File: config.mk
export PLATFORM = sky130hd
export DESIGN_NAME = clk_div_meter_flat
export DESIGN_NICKNAME = d
export VERILOG_FILES = /design/src/rtl/clk_div_pkg.sv /design/src/rtl/clk_div_meter_if.sv /design/src/rtl/sync_edge_det.sv /design/src/rtl/clk_div_meter.sv /design/src/flat_wrapper.sv
export SDC_FILE = /design/constraint.sdc
export NUM_CORES = 1
export LEC_CHECK = 0
export BUFFER_PORTS_ARGS = -buffer_cell sky130_fd_sc_hd__buf_4
export CORE_ASPECT_RATIO = 1.5
export CORE_MARGIN = 5
export CORE_UTILIZATION = 45
export DETAILED_ROUTE_END_ITERATION = 10
export SLEW_MARGIN = 15
export SYNTH_ARGS = -nofsm -noshare
export SYNTH_HDL_FRONTEND = slang
export SYNTH_SLANG_ARGS = --single-unit
export TNS_END_PERCENT = 50
File: constraint.sdc
create_clock -name clk -period 4.8 [get_ports clk]
set_clock_uncertainty 0.2 [all_clocks]
set_input_delay 0 -clock clk [delete_from_list [all_inputs] [get_ports clk]]
set_output_delay 0 -clock clk [all_outputs]
set_load 0.005 [all_outputs]
File: src/rtl/clk_div_pkg.sv
// Shared definitions for the clock divider and its receive-side meter.
//   CLK_DIV_WIDTH : default counter / ratio width used by both blocks
//   meter_state_e : meter FSM states (ACQUIRE -> TRACK -> LOCKED)
package clk_div_pkg;

    localparam int CLK_DIV_WIDTH = 32;

    typedef enum logic [1:0] {
        ACQUIRE = 2'd0,
        TRACK   = 2'd1,
        LOCKED  = 2'd2
    } meter_state_e;

endpackage

File: src/rtl/clk_div_meter_if.sv
// Bundle between a stimulus/consumer (master) and the clock-divider meter (slave).
//   en, div_in      : master -> meter, enable and divided clock under measurement
//   n_out, n_valid  : meter -> master, measured half-period and its update strobe
//   locked, timeout : meter -> master, ratio-stable flag and no-edge pulse
interface clk_div_meter_if #(
    parameter int WIDTH = clk_div_pkg::CLK_DIV_WIDTH
);
    logic             en;
    logic             div_in;
    logic [WIDTH-1:0] n_out;
    logic             n_valid;
    logic             locked;
    logic             timeout;

    modport master (
        output en, div_in,
        input  n_out, n_valid, locked, timeout
    );

    modport slave (
        input  en, div_in,
        output n_out, n_valid, locked, timeout
    );
endinterface

File: src/rtl/sync_edge_det.sv
// Synchronizes the divided clock into clk and flags either-polarity transitions.
//   clk, rst : clock and synchronous active-high reset (clears the whole chain to 0)
//   din      : asynchronous (or already synchronous when SYNC_STAGES=0) level input
//   edge_o   : high for one cycle after each change of the synchronized level
module sync_edge_det #(
    parameter int SYNC_STAGES = 2
) (
    input  logic clk,
    input  logic rst,
    input  logic din,
    output logic edge_o
);
    logic s;
    logic s_q, s_d;

    if (SYNC_STAGES == 0) begin : g_bypass
        assign s = din;
    end else begin : g_sync
        logic [SYNC_STAGES-1:0] sync_q, sync_d;

        always_comb begin
            sync_d    = sync_q;
            sync_d[0] = din;
            for (int i = 1; i < SYNC_STAGES; i++) sync_d[i] = sync_q[i-1];
        end

        always_ff @(posedge clk) begin
            if (rst) sync_q <= '0;
            else     sync_q <= sync_d;
        end

        assign s = sync_q[SYNC_STAGES-1];
    end

    assign s_d = s;

    always_ff @(posedge clk) begin
        if (rst) s_q <= 1'b0;
        else     s_q <= s_d;
    end

    // The divider toggles once per half-period, so both polarities are measurement points.
    assign edge_o = s ^ s_q;
endmodule

File: src/rtl/clk_div_meter.sv
// Recovers the divide factor n (half-period in clk cycles) of a divided clock.
//   clk, rst : source clock and synchronous active-high reset
//   bus      : slave side of clk_div_meter_if (en, div_in in; n_out, n_valid,
//              locked, timeout out)
// The counter value at an edge is the length of the interval that just ended.
module clk_div_meter
    import clk_div_pkg::*;
#(
    parameter int WIDTH       = CLK_DIV_WIDTH,
    parameter int SYNC_STAGES = 2,
    parameter int LOCK_COUNT  = 4
) (
    input  logic          clk,
    input  logic          rst,
    clk_div_meter_if.slave bus
);
    localparam int MW = $clog2(LOCK_COUNT + 1);
    localparam logic [MW-1:0] LOCK_M = MW'(LOCK_COUNT);

    meter_state_e     state_q, state_d;
    logic [WIDTH-1:0] cnt_q, cnt_d;
    logic [WIDTH-1:0] n_out_q, n_out_d;
    logic [MW-1:0]    match_q, match_d;
    logic             n_valid_q, n_valid_d;
    logic             timeout_q, timeout_d;
    logic             edge_s;

    sync_edge_det #(.SYNC_STAGES(SYNC_STAGES)) u_sync (
        .clk    (clk),
        .rst    (rst),
        .din    (bus.div_in),
        .edge_o (edge_s)
    );

    always_comb begin
        state_d   = state_q;
        cnt_d     = cnt_q;
        n_out_d   = n_out_q;
        match_d   = match_q;
        n_valid_d = 1'b0;
        timeout_d = 1'b0;

        if (!bus.en) begin
            state_d = ACQUIRE;
            cnt_d   = '0;
            match_d = '0;
        end else if (edge_s) begin
            // An edge on the saturation cycle still counts as a (saturated) measurement.
            cnt_d = WIDTH'(1);
            unique case (state_q)
                ACQUIRE: state_d = TRACK;  // first edge only opens an interval
                TRACK: begin
                    n_out_d   = cnt_q;
                    n_valid_d = 1'b1;
                    if (cnt_q == n_out_q)
                        match_d = (match_q == LOCK_M) ? match_q : match_q + MW'(1);
                    else
                        match_d = MW'(1);
                    if (match_d == LOCK_M) state_d = LOCKED;
                end
                LOCKED: begin
                    n_out_d   = cnt_q;
                    n_valid_d = 1'b1;
                    if (cnt_q != n_out_q) begin
                        state_d = TRACK;
                        match_d = MW'(1);
                    end
                end
                default: state_d = ACQUIRE;
            endcase
        end else begin
            if (cnt_q != '1) cnt_d = cnt_q + WIDTH'(1);
            // Idle div_in is fine while acquiring; only a lost clock times out.
            if (state_q != ACQUIRE && cnt_q == '1) begin
                timeout_d = 1'b1;
                state_d   = ACQUIRE;
                match_d   = '0;
            end
        end
    end

    always_ff @(posedge clk) begin
        if (rst) begin
            state_q   <= ACQUIRE;
            cnt_q     <= '0;
            n_out_q   <= '0;
            match_q   <= '0;
            n_valid_q <= 1'b0;
            timeout_q <= 1'b0;
        end else begin
            state_q   <= state_d;
            cnt_q     <= cnt_d;
            n_out_q   <= n_out_d;
            match_q   <= match_d;
            n_valid_q <= n_valid_d;
            timeout_q <= timeout_d;
        end
    end

    assign bus.n_out   = n_out_q;
    assign bus.n_valid = n_valid_q;
    assign bus.timeout = timeout_q;
    assign bus.locked  = (state_q == LOCKED);
endmodule

File: src/flat_wrapper.sv
// flat-port wrapper written by rule: the top's interface ports become plain ports
module clk_div_meter_flat import clk_div_pkg::*;
#(
    parameter int WIDTH       = CLK_DIV_WIDTH,
    parameter int SYNC_STAGES = 2,
    parameter int LOCK_COUNT  = 4
)
  (clk, rst, bus_en, bus_div_in, bus_n_out, bus_n_valid, bus_locked, bus_timeout);
  clk_div_meter_if #(.WIDTH(WIDTH)) bus_i ();
  input  logic clk;
  input  logic rst;
  input wire logic [$bits(bus_i.en)-1:0] bus_en;
  input wire logic [$bits(bus_i.div_in)-1:0] bus_div_in;
  output wire logic [$bits(bus_i.n_out)-1:0] bus_n_out;
  output wire logic [$bits(bus_i.n_valid)-1:0] bus_n_valid;
  output wire logic [$bits(bus_i.locked)-1:0] bus_locked;
  output wire logic [$bits(bus_i.timeout)-1:0] bus_timeout;
  assign bus_i.en = bus_en;
  assign bus_i.div_in = bus_div_in;
  assign bus_n_out = bus_i.n_out;
  assign bus_n_valid = bus_i.n_valid;
  assign bus_locked = bus_i.locked;
  assign bus_timeout = bus_i.timeout;
  clk_div_meter #(.WIDTH(WIDTH), .SYNC_STAGES(SYNC_STAGES), .LOCK_COUNT(LOCK_COUNT)) u_core (.clk(clk), .rst(rst), .bus(bus_i));
endmodule
==> results.ini, run 1 <==
[pwr]
ir_worst_vdd_mv = 0.212
p_leak_nw = 1.47
p_total_mw = 1.33
p_per_area_nw_per_um2 = 315

[logic_synthesis]
ys_top_cells_by_area = dfxtp_1, xnor2_1, nand2_1, a21oi_1, xor2_1
syn-cell-area_um2 = 3570
syn_nets = 435
yosysUniqueCellTypes = 43
syn_area_per_cell_um2 = 8.41
synthesis.instances = 425
yosysSeqAreaShare_pct = 41.4
synth_area_leader_cell = dfxtp_1
ys_ff_latch = 74
yosysWarnings = 0
synthDominantCellAreaShare_pct = 41.4

[detailed_routing]
via_count = 2932
first_pass_iters = 5
drt-wirelength-per-cell_um = 15.3
routed_wl_mm = 8.61
viasPerCell = 5.23
drc = 0
antenna_left = 0
drt_iter0_drc = 171

[clock_tree]
cts_resized = 0
tritoncts = done
path_clk_slew_ns = 0.06
h-tree-depth = 3
root_buffer = clkbuf_16
numCtsBuffers = 9
clk_latency_ns = 0.33
clock_sinks = 74
cts.path.max_buffers = 2

[global_route]
grt_overflow = 0
grt_pass1_vias = 2827
grt_pass1_wl_mm = 13.9
antenna_found_initial = 0
grt_max_degree = 39
grt.total_usage_pct = 18.7

[min_path]
min_path_cells = 1
hold_path.class = register to register
hold_start = u_core.u_sync.g_sync.sync_q[0]
whs_endpoint = u_core.u_sync.g_sync.sync_q[1]

[worst_setup_path]
worstPathCellList = ha_1, and3_1, and3_1, a41oi_1, a31oi_2, nand2_1, a2bb2oi_1
critPathSlowestCell = dfxtp_1
crit_buf_inv = 0
crit_fanout = 6
cpPeakStageDelay_ns = 0.46
r2r_slack_ns = 2.41
r2r_end = u_core.match_q[2]
cp-end-kind = register
worstPathArrival_ns = 2.41
r2r-start = u_core.cnt_q[0]
cp-start-kind = register
crit_family = simple AND/OR/NAND/NOR gates
crit_path_frequent_cell = and3_1
critical_path_class = register to register
reg2reg_depth = 7
worstPathRequired_ns = 4.82
cp-startpoint = u_core.cnt_q[0]

[floorplan]
die_h_um = 119
design.core.area_um2 = 7710
die-area_um2 = 9860
ios = 39
fp-row-count = 39
initial_core_util_pct = 46.4
die_w_um = 82.8

[finish]
fillers = 763
regArea_um2 = 1480
syn_to_final_growth_pct = 17.9
drive_gt1_share_pct = 14.4
fin_cells = 561
nets = 465
n_antenna_cell = 0
final_area_um2 = 4220
final_util_pct = 54.7
multi_input_area_um2 = 1930

[run]
cap_viol_max_count = 0

[timing]
hold_viol_final = 0
period_needed_ns = 2.39
slew_violations = 0
fin_crit_sh_pct = 49.8
final.setup.tns_ns = 0
finalSetupViolCount = 0
max-slew-margin-rel_pct = 54.2
rsz0062_at_grt = false
max_freq_ghz = 0.419
worst_slew_pin_slew_ns = 0.682
finalWorstSetupSlack_ns = 2.41
hold_ws_ns = 0.242

[run_status]
outcome = complete, no violations

[placement]
place_area_um2 = 3870
dp_hpwl_mm = 6.09
io_buffers = 38
dp_cells = 542
place_ws_ns = 2.40
globalplace.congestion = 0.838

report_power, final:
part | switching, mW | total (mW) | internal (mW)
sequential | 0.00233 | 0.619 | 0.617
clock | 0.236 | 0.677 | 0.441
combinational | 0.0209 | 0.0322 | 0.0112
sequential cells by signal, indices dropped and copies added, names as in the netlist:
signal and flops:
u_core.match_q 3, u_core.bus.n_out 32, u_core.u_sync.g_sync.sync_q 2, u_core.cnt_q 32, u_core.u_sync.s_q 1, u_core.state_q 2, u_core.bus.timeout 1, u_core.bus.n_valid 1
how the worst max path moves through the flow:
| stage | endpoint | cells past startpoint | slack (ns) |
|---|---|---|---|
| 2_1_floorplan | u_core.cnt_q[3] | 8 | 2.63 |
| 6_report | u_core.match_q[2] | 7 | 2.41 |
| 3_5_place_dp | u_core.match_q[2] | 7 | 2.40 |
| 3_3_place_gp | u_core.match_q[2] | 7 | 2.38 |
| 4_1_cts | u_core.match_q[2] | 7 | 2.39 |
| 5_1_grt | u_core.match_q[2] | 7 | 2.21 |
synthesized netlist by cell type (all sizes together):
cell,number
nor3,4
and2,1
a211oi,1
buf,10
nand4,17
and3,11
xnor2,45
nand2,82
a31oi,2
nor2b,5
nor3b,2
a311oi,1
o31ai,2
o21ai,6
ha,6
mux2i,4
nand2b,1
clkbuf,16
o2111ai,1
and4,7
a2bb2oi,1
nor2,37
a41oi,1
xor2,19
or3b,1
a21oi,36
nand3b,2
a2111oi,2
and3b,1
dfxtp,74
nand3,14
inv,5
or3,4
nor4,4
final cells by class:
class                           count  area share (%)
Sequential cell                    74            35.1
Clock buffer                       13            6.41
Tap cell                          102            3.03
Clock inverter                      2           0.831
Multi-Input combinational cell    320            45.9
Timing Repair Buffer               45            8.25
Inverter                            5           0.445
repair_timing:
action                    CTS  global route
hold buffers                4             0
buffers inserted            0             0
hold endpoints to repair   42             0
placed cells by master (no fill, tap or decap), types with 2 or more instances in the layout:
cell type	Yosys	final
nand2_1	82	82
dfxtp_1	74	74
xnor2_1	45	45
buf_4	2	41
nor2_1	36	36
a21oi_1	36	36
xor2_1	19	19
nand4_1	17	17
nand3_1	14	14
clkbuf_16	0	9
and3_1	8	8
o21ai_0	6	6
ha_1	6	6
inv_1	5	5
nor2b_1	5	5
and4_1	4	4
nor3_1	4	4
mux2i_1	4	4
or3_1	4	4
dlygate4sd3_1	0	4
and4_4	3	3
nor4_1	3	3
clkbuf_8	0	3
and3_4	2	2
nor3b_1	2	2
nand3b_1	2	2
o31ai_1	2	2
metal layers:
metal / up-vias / GRT usage (%) / routed length (µm)
li1: 1496 / - / -
met1: 1356 / 20.7 / 3470
met2: 61 / 32.4 / 4510
met3: 19 / 4.91 / 387
met4: 0 / 8.49 / 240
met5: - / 0 / 0
cell families (layout without fill, tap and decap cells):
group	Yosys count	after routing	share of synthesized area (%)
AO/OA/AOI/OAI	53	53	8.86
XOR/XNOR	64	64	15.7
adder cells (fa/ha/maj)	6	6	2.10
buffers and inverters	31	65	4.45
flip-flops	74	74	41.4
multiplexers	4	4	1.12
AND/OR/NAND/NOR	193	193	26.4
Note: power is estimated with default switching activity, not from simulation.
==> inputs of run 2 (changes only) <==
ABC_AREA = 1   (was default)
PLACE_DENSITY = 0.65   (was default)
clock period = 2 ns   (was 4.8 ns; I/O delays follow)
==> results.ini, run 2 <==
[run_status]
outcome = complete, no violations

[floorplan]
fp-row-count = 44  ; +13%
die_h_um = 131  ; +9.7%
ios = 39  ; unchanged
design.core.area_um2 = 9580  ; +24%
die_w_um = 90.5  ; +9.3%
initial_core_util_pct = 45.7  ; -0.70 points
die-area_um2 = 11800  ; +20%

[placement]
dp_cells = 865  ; +60%
place_ws_ns = -0.125  ; -2.53 ns
dp_hpwl_mm = 9.48  ; +56%
io_buffers = 38  ; unchanged
globalplace.congestion = 0.988  ; +18%

[clock_tree]
numCtsBuffers = 9  ; unchanged
h-tree-depth = 3  ; unchanged
cts.path.max_buffers = 2  ; unchanged
clk_latency_ns = 0.34  ; about the same
root_buffer = clkbuf_16
path_clk_slew_ns = 0.06  ; about the same
tritoncts = done
clock_sinks = 74  ; unchanged

[logic_synthesis]
ys_top_cells_by_area = dfxtp_1, nand2_1, inv_1, nor2_1, a211oi_1
yosysMostFrequentCell = nand2_1
ys_ff_latch = 74  ; unchanged
yosysUniqueCellTypes = 33  ; -23%
synthDominantCellAreaShare_pct = 33.9  ; -7.6 points
yosysSeqAreaShare_pct = 33.9  ; -7.6 points
syn-cell-area_um2 = 4370  ; +22%
synth_edf_count = 0  ; unchanged
synthArstFlopShare_pct = 0  ; unchanged
syn_nets = 690  ; +59%
synthSimpleGateAreaFrac_pct = 34.5  ; +8.1 points
synthesis.instances = 680  ; +60%
synthXorXnorAreaFrac_pct = 5.61  ; -10 points
synth_fa_ha_area_share_pct = 1.72  ; -0.38 points
synthFlopType = dfxtp_1
synth_top_family_by_area = simple AND/OR/NAND/NOR gates
synth-compound-area-share_pct = 11.1  ; +2.2 points
ys_top_cells_by_count = nand2_1, inv_1, nor2_1, dfxtp_1, a211oi_1
syn_area_per_cell_um2 = 6.43  ; -24%
yosysWarnings = 0  ; unchanged
yosys-mux-area-fraction_pct = 0  ; -1.1 points
synth_area_leader_cell = dfxtp_1

[detailed_routing]
routed_wl_mm = 12.5  ; +45%
drc = 0  ; unchanged
via_count = 4570  ; +56%
first_pass_iters = 6  ; +1
drt_iter0_drc = 168  ; -1.8%
viasPerCell = 5.11  ; -2.2%
antenna_left = 0  ; unchanged
drt-wirelength-per-cell_um = 14.0  ; -8.7%

[global_route]
grt.total_usage_pct = 20.7  ; +2.0 points
grt_pass1_wl_mm = 19.8  ; +42%
grt_max_degree = 37  ; -5.1%
antenna_found_initial = 0  ; unchanged
grt_pass1_vias = 4282  ; +51%
grt_overflow = 0  ; unchanged

[timing]
slew_violations = 0  ; unchanged
finalWorstSetupSlack_ns = 0.0448  ; -2.37 ns
max_freq_ghz = 0.511  ; +22%
period_needed_ns = 1.96  ; -0.433 ns
rsz0062_at_grt = true
hold_ws_ns = 0.205  ; -0.0369 ns
fin_crit_sh_pct = 97.8  ; +48 points
finalSetupViolCount = 0  ; unchanged
worst_slew_pin_slew_ns = 0.452  ; -0.230 ns
hold_viol_final = 0  ; unchanged
max-slew-margin-rel_pct = 69.9  ; +16 points

[pwr]
ir_worst_vdd_mv = 0.424  ; +100%
p_leak_nw = 2.84  ; +92%
p_per_area_nw_per_um2 = 585  ; +86%
p_total_mw = 3.36  ; +150%

[worst_setup_path]
cpPeakStageDelay_ns = 0.38  ; -0.08 ns
worstPathRequired_ns = 2.05  ; -2.77 ns
cp-end-kind = register
worstPathArrival_ns = 2.01  ; -0.40 ns
critPathSlowestCell = dfxtp_4
critical_path_class = register to register
worstPathCellList = nand2_2, clkinv_2, nand2_4, nor2_8, nand2_4, nor2_4, nand3_1, nor2_2, inv_2, nand2_2, o21ai_1, a21oi_1
crit_fanout = 6  ; unchanged
cp-start-kind = register

[finish]
n_antenna_cell = 0  ; unchanged
final_common_cell = nand2_1
drive_gt1_share_pct = 27.5  ; +13 points
layout_common_cells = nand2_1, inv_1, buf_4
fin_cells = 894  ; +59%
syn_to_final_growth_pct = 31.4
final_util_pct = 60.0  ; +5.3 points
nets = 784  ; +69%

[run]
cap_viol_max_count = 0  ; unchanged

[min_path]
hold_path.class = register to register

[run 2: worst max-delay path, delay by kind of cell (launching register included)]
family	cells	cell delay, ns
AOI/OAI and AO/OA	2	0.25
DFF	1	0.38
buffers and inverters	2	0.16
and+or+nand+nor	8	0.87
[run 2: path summary, 6_finish.rpt]
path	from	end	slack, ns	cells past startpoint
setup reg to reg	u_core.cnt_q[3]	u_core.cnt_q[10]	0.04	12
setup / recovery	u_core.cnt_q[3]	u_core.cnt_q[10]	0.04	12
hold reg to reg	u_core.u_sync.g_sync.sync_q[0]	u_core.u_sync.g_sync.sync_q[1]	0.20	2
hold / removal	u_core.u_sync.g_sync.sync_q[0]	u_core.u_sync.g_sync.sync_q[1]	0.20	2
[run 2: area by class of cell]
cell class	count	area (µm²)
multi-input cells	456	2500
inverters	133	504
clock buffers	13	240
fillers	901	3830
repair buffers	100	793
well taps	115	144
flip-flops and latches	74	1530
clock inverters	3	40.0
[run 2: logic make-up after synthesis]
group / Yosys count
AND/OR/NAND/NOR: 344
buffers and inverters: 150
AO/OA/AOI/OAI: 78
flip-flops: 74
XOR/XNOR: 28
adder cells (fa/ha/maj): 6
[run 2: metrics by stage]
stage	TNS, ns	instance area, µm²
6_report	0	5750
5_1_grt	-0.413	5750
2_1_floorplan	0	4370
4_1_cts	-0.00353	5480
3_3_place_gp	-0.398	5120
3_5_place_dp	-0.529	5120
[run 2: power breakdown]
group	total (mW)	internal, mW	switching, mW
registers	1.50	1.49	0.0153
logic	0.290	0.112	0.178
clock network	1.57	0.964	0.606
[run 2: repair_timing]
item                       in CTS  in global routing
gates resized for setup        13                 71
setup endpoints to repair      10                 27
setup buffers                   0                  9
hold buffers                    4                  0
pin swaps                       3                 19
hold endpoints to repair       13                  0
[run 2: per-layer routing]
metal,up-vias,GRT usage [%],share of wire (%)
li1,2312,-,-
met1,2121,21.4,39
met2,101,40.3,54
met3,36,3.55,2.8
met4,0,9.20,3.4
met5,-,0,0
==> inputs of run 3 (changes only) <==
CORE_UTILIZATION = 54   (was 45)
PLACE_DENSITY = 0.76   (was 0.65)
==> results.ini, run 3 (synthesis gave the netlist of run 2 again) <==
[run_status]
outcome = complete, no violations

[detailed_routing]
drt-wirelength-per-cell_um = 14.2  ; +1.3%
via_count = 4564  ; -0.13%
antenna_left = 0  ; unchanged
viasPerCell = 5.19  ; +1.5%
routed_wl_mm = 12.5  ; -0.26%
first_pass_iters = 5  ; -1
drc = 0  ; unchanged
drt_iter0_drc = 330  ; +96%

[worst_setup_path]
r2r-start = u_core.cnt_q[0]
cp-start-kind = register
worstPathArrival_ns = 2.01  ; about the same
r2r_end = u_core.cnt_q[10]
crit_fanout = 4  ; -2
reg2reg_depth = 11  ; -1
r2r_slack_ns = 0.05  ; about the same
cp-end-kind = register
critical_path_class = register to register
worstPathRequired_ns = 2.06  ; about the same

[pwr]
ir_worst_vdd_mv = 0.576  ; +36%
p_sw_share_pct = 24.1  ; +0.32 points
p_seq_share_pct = 44.5  ; -0.2 points
p_leak_nw = 2.81  ; -0.97%
p_int_mw = 2.56  ; about the same
p_per_area_nw_per_um2 = 589  ; +0.70%
netSwitchingPower_mw = 0.813  ; +1.8%
pwr-share-clk_pct = 46.6  ; about the same
p_total_mw = 3.38  ; +0.44%
p_comb_share_pct = 9.0  ; +0.4 points

[finish]
syn_to_final_growth_pct = 31.0
nets = 780  ; -0.51%
layout_common_cells = nand2_1, inv_1, buf_4
fillers = 641  ; -29%
drive_gt1_share_pct = 29.4  ; +1.9 points
final_common_cell = nand2_1
n_antenna_cell = 0  ; unchanged

[clock_tree]
clk_latency_ns = 0.34  ; about the same
numCtsBuffers = 9  ; unchanged
h-tree-depth = 3  ; unchanged
clock_sinks = 74  ; unchanged
root_buffer = clkbuf_16
path_clk_slew_ns = 0.06  ; about the same
tritoncts = done
cts.path.max_buffers = 2  ; unchanged

[global_route]
grt.total_usage_pct = 25.0  ; +4.3 points
grt_overflow = 0  ; unchanged
grt_pass1_vias = 4423  ; +3.3%
grt_pass1_wl_mm = 20.3  ; +2.6%
grt_max_degree = 37  ; unchanged
antenna_found_initial = 0  ; unchanged

[run]
cap_viol_max_count = 0  ; unchanged

[timing]
period_needed_ns = 1.95  ; -0.00807 ns
max-slew-margin-rel_pct = 70.6  ; +0.71 points
final.setup.tns_ns = 0  ; unchanged
hold_viol_final = 0  ; unchanged
rsz0062_at_grt = true
finalSetupViolCount = 0  ; unchanged
max_freq_ghz = 0.514  ; +0.41%
fin_crit_sh_pct = 97.4  ; -0.40 points
worst_slew_pin_slew_ns = 0.441  ; -0.0107 ns
slew_violations = 0  ; unchanged

[min_path]
min_path_cells = 2  ; unchanged
whs_endpoint = u_core.u_sync.g_sync.sync_q[1]
hold_start = u_core.u_sync.g_sync.sync_q[0]
hold_path.class = register to register

[placement]
globalplace.congestion = 0.916  ; -7.2%
dp_hpwl_mm = 9.19  ; -3.0%
io_buffers = 38  ; unchanged

[floorplan]
die_h_um = 120  ; -8.0%
fp-row-count = 40  ; -9.1%
design.core.area_um2 = 7960  ; -17%
ios = 39  ; unchanged
die_w_um = 83.5  ; -7.8%
initial_core_util_pct = 55.0  ; +9.3 points
die-area_um2 = 10000  ; -15%

## run 3: cell count changes in the layout (fill, tap and decap cells not counted), sizes merged
cell	previous run	this run
inv	131	132
clkinv	4	3
dlygate4sd3	4	3
buf	96	93
## run 3: timing repair
item,4_1_cts,5_1_grt
endpoints found under the setup margin,7,33
gates resized for setup,7,95
pin swaps,0,22
hold buffers,3,0
hold endpoints to repair,11,0
setup buffers,0,8
## run 3: power by group through the flow
stage / clock network, mW / logic [mW] / registers (mW)
2_1_floorplan: 0 / 0.158 / 1.54
3_3_place_gp: 0 / 0.242 / 1.54
3_5_place_dp: 0 / 0.247 / 1.54
4_1_cts: 1.58 / 0.265 / 1.51
5_1_grt: 1.65 / 0.331 / 1.50
6_report: 1.57 / 0.303 / 1.50
## run 3: worst max-delay path by stage
stage,from,end,slack (ns),depth (start not counted)
floorplan,u_core.cnt_q[1],u_core.state_q[0],0.06,12
finish,u_core.cnt_q[0],u_core.cnt_q[10],0.05,11
CTS,u_core.cnt_q[9],u_core.cnt_q[27],-0.04,7
global placement,u_core.cnt_q[0],u_core.state_q[0],-0.13,14
detailed placement,u_core.cnt_q[3],u_core.match_q[0],-0.15,13
global route,u_core.cnt_q[13],u_core.match_q[2],-0.07,13
## run 3: through the flow
step | hold WS (ns) | setup slack, ns | utilization, % | instance area [µm²] | std cells
detailed placement | 0.0110 | -0.151 | 64.2 | 5110 | 853
floorplan | -0.0930 | 0.0609 | - | 4370 | 680
CTS | 0.206 | -0.0372 | 68.3 | 5440 | 872
global placement | 0.00225 | -0.126 | 64.2 | 5110 | 853
global route | 0.211 | -0.0692 | 72.0 | 5730 | 880
finish | 0.201 | 0.0529 | 72.0 | 5730 | 880
## run 3: cell type report
cell class	instances	area, µm²	share of cell area (%)
multi-input cells	456	2500	43.6
clock inverters	3	40.0	0.699
inverters	133	503	8.78
repair buffers	96	777	13.6
clock buffers	13	240	4.19
well taps	105	131	2.29
flip-flops and latches	74	1540	26.8
## run 3: critical path, cell delays in order (launching register included)
cell and delay (ns):
dfxtp_2 0.34, ha_2 0.20, nand2_2 0.11, nor2_8 0.15, nand2_4 0.09, nor2_4 0.13
nand3_2 0.11, nor2_4 0.15, inv_2 0.06, nand2_2 0.08, o21ai_1 0.09, a21oi_1 0.14
## run 3: routing by layer
metal / up-vias / part of all wire [%] / track usage (%)
met3: 47 / 4.7 / 3.41
met4: 0 / 5.2 / 16.2
met1: 2066 / 38 / 26.5
met2: 145 / 52 / 45.8
li1: 2306 / - / -
met5: - / 0 / 0
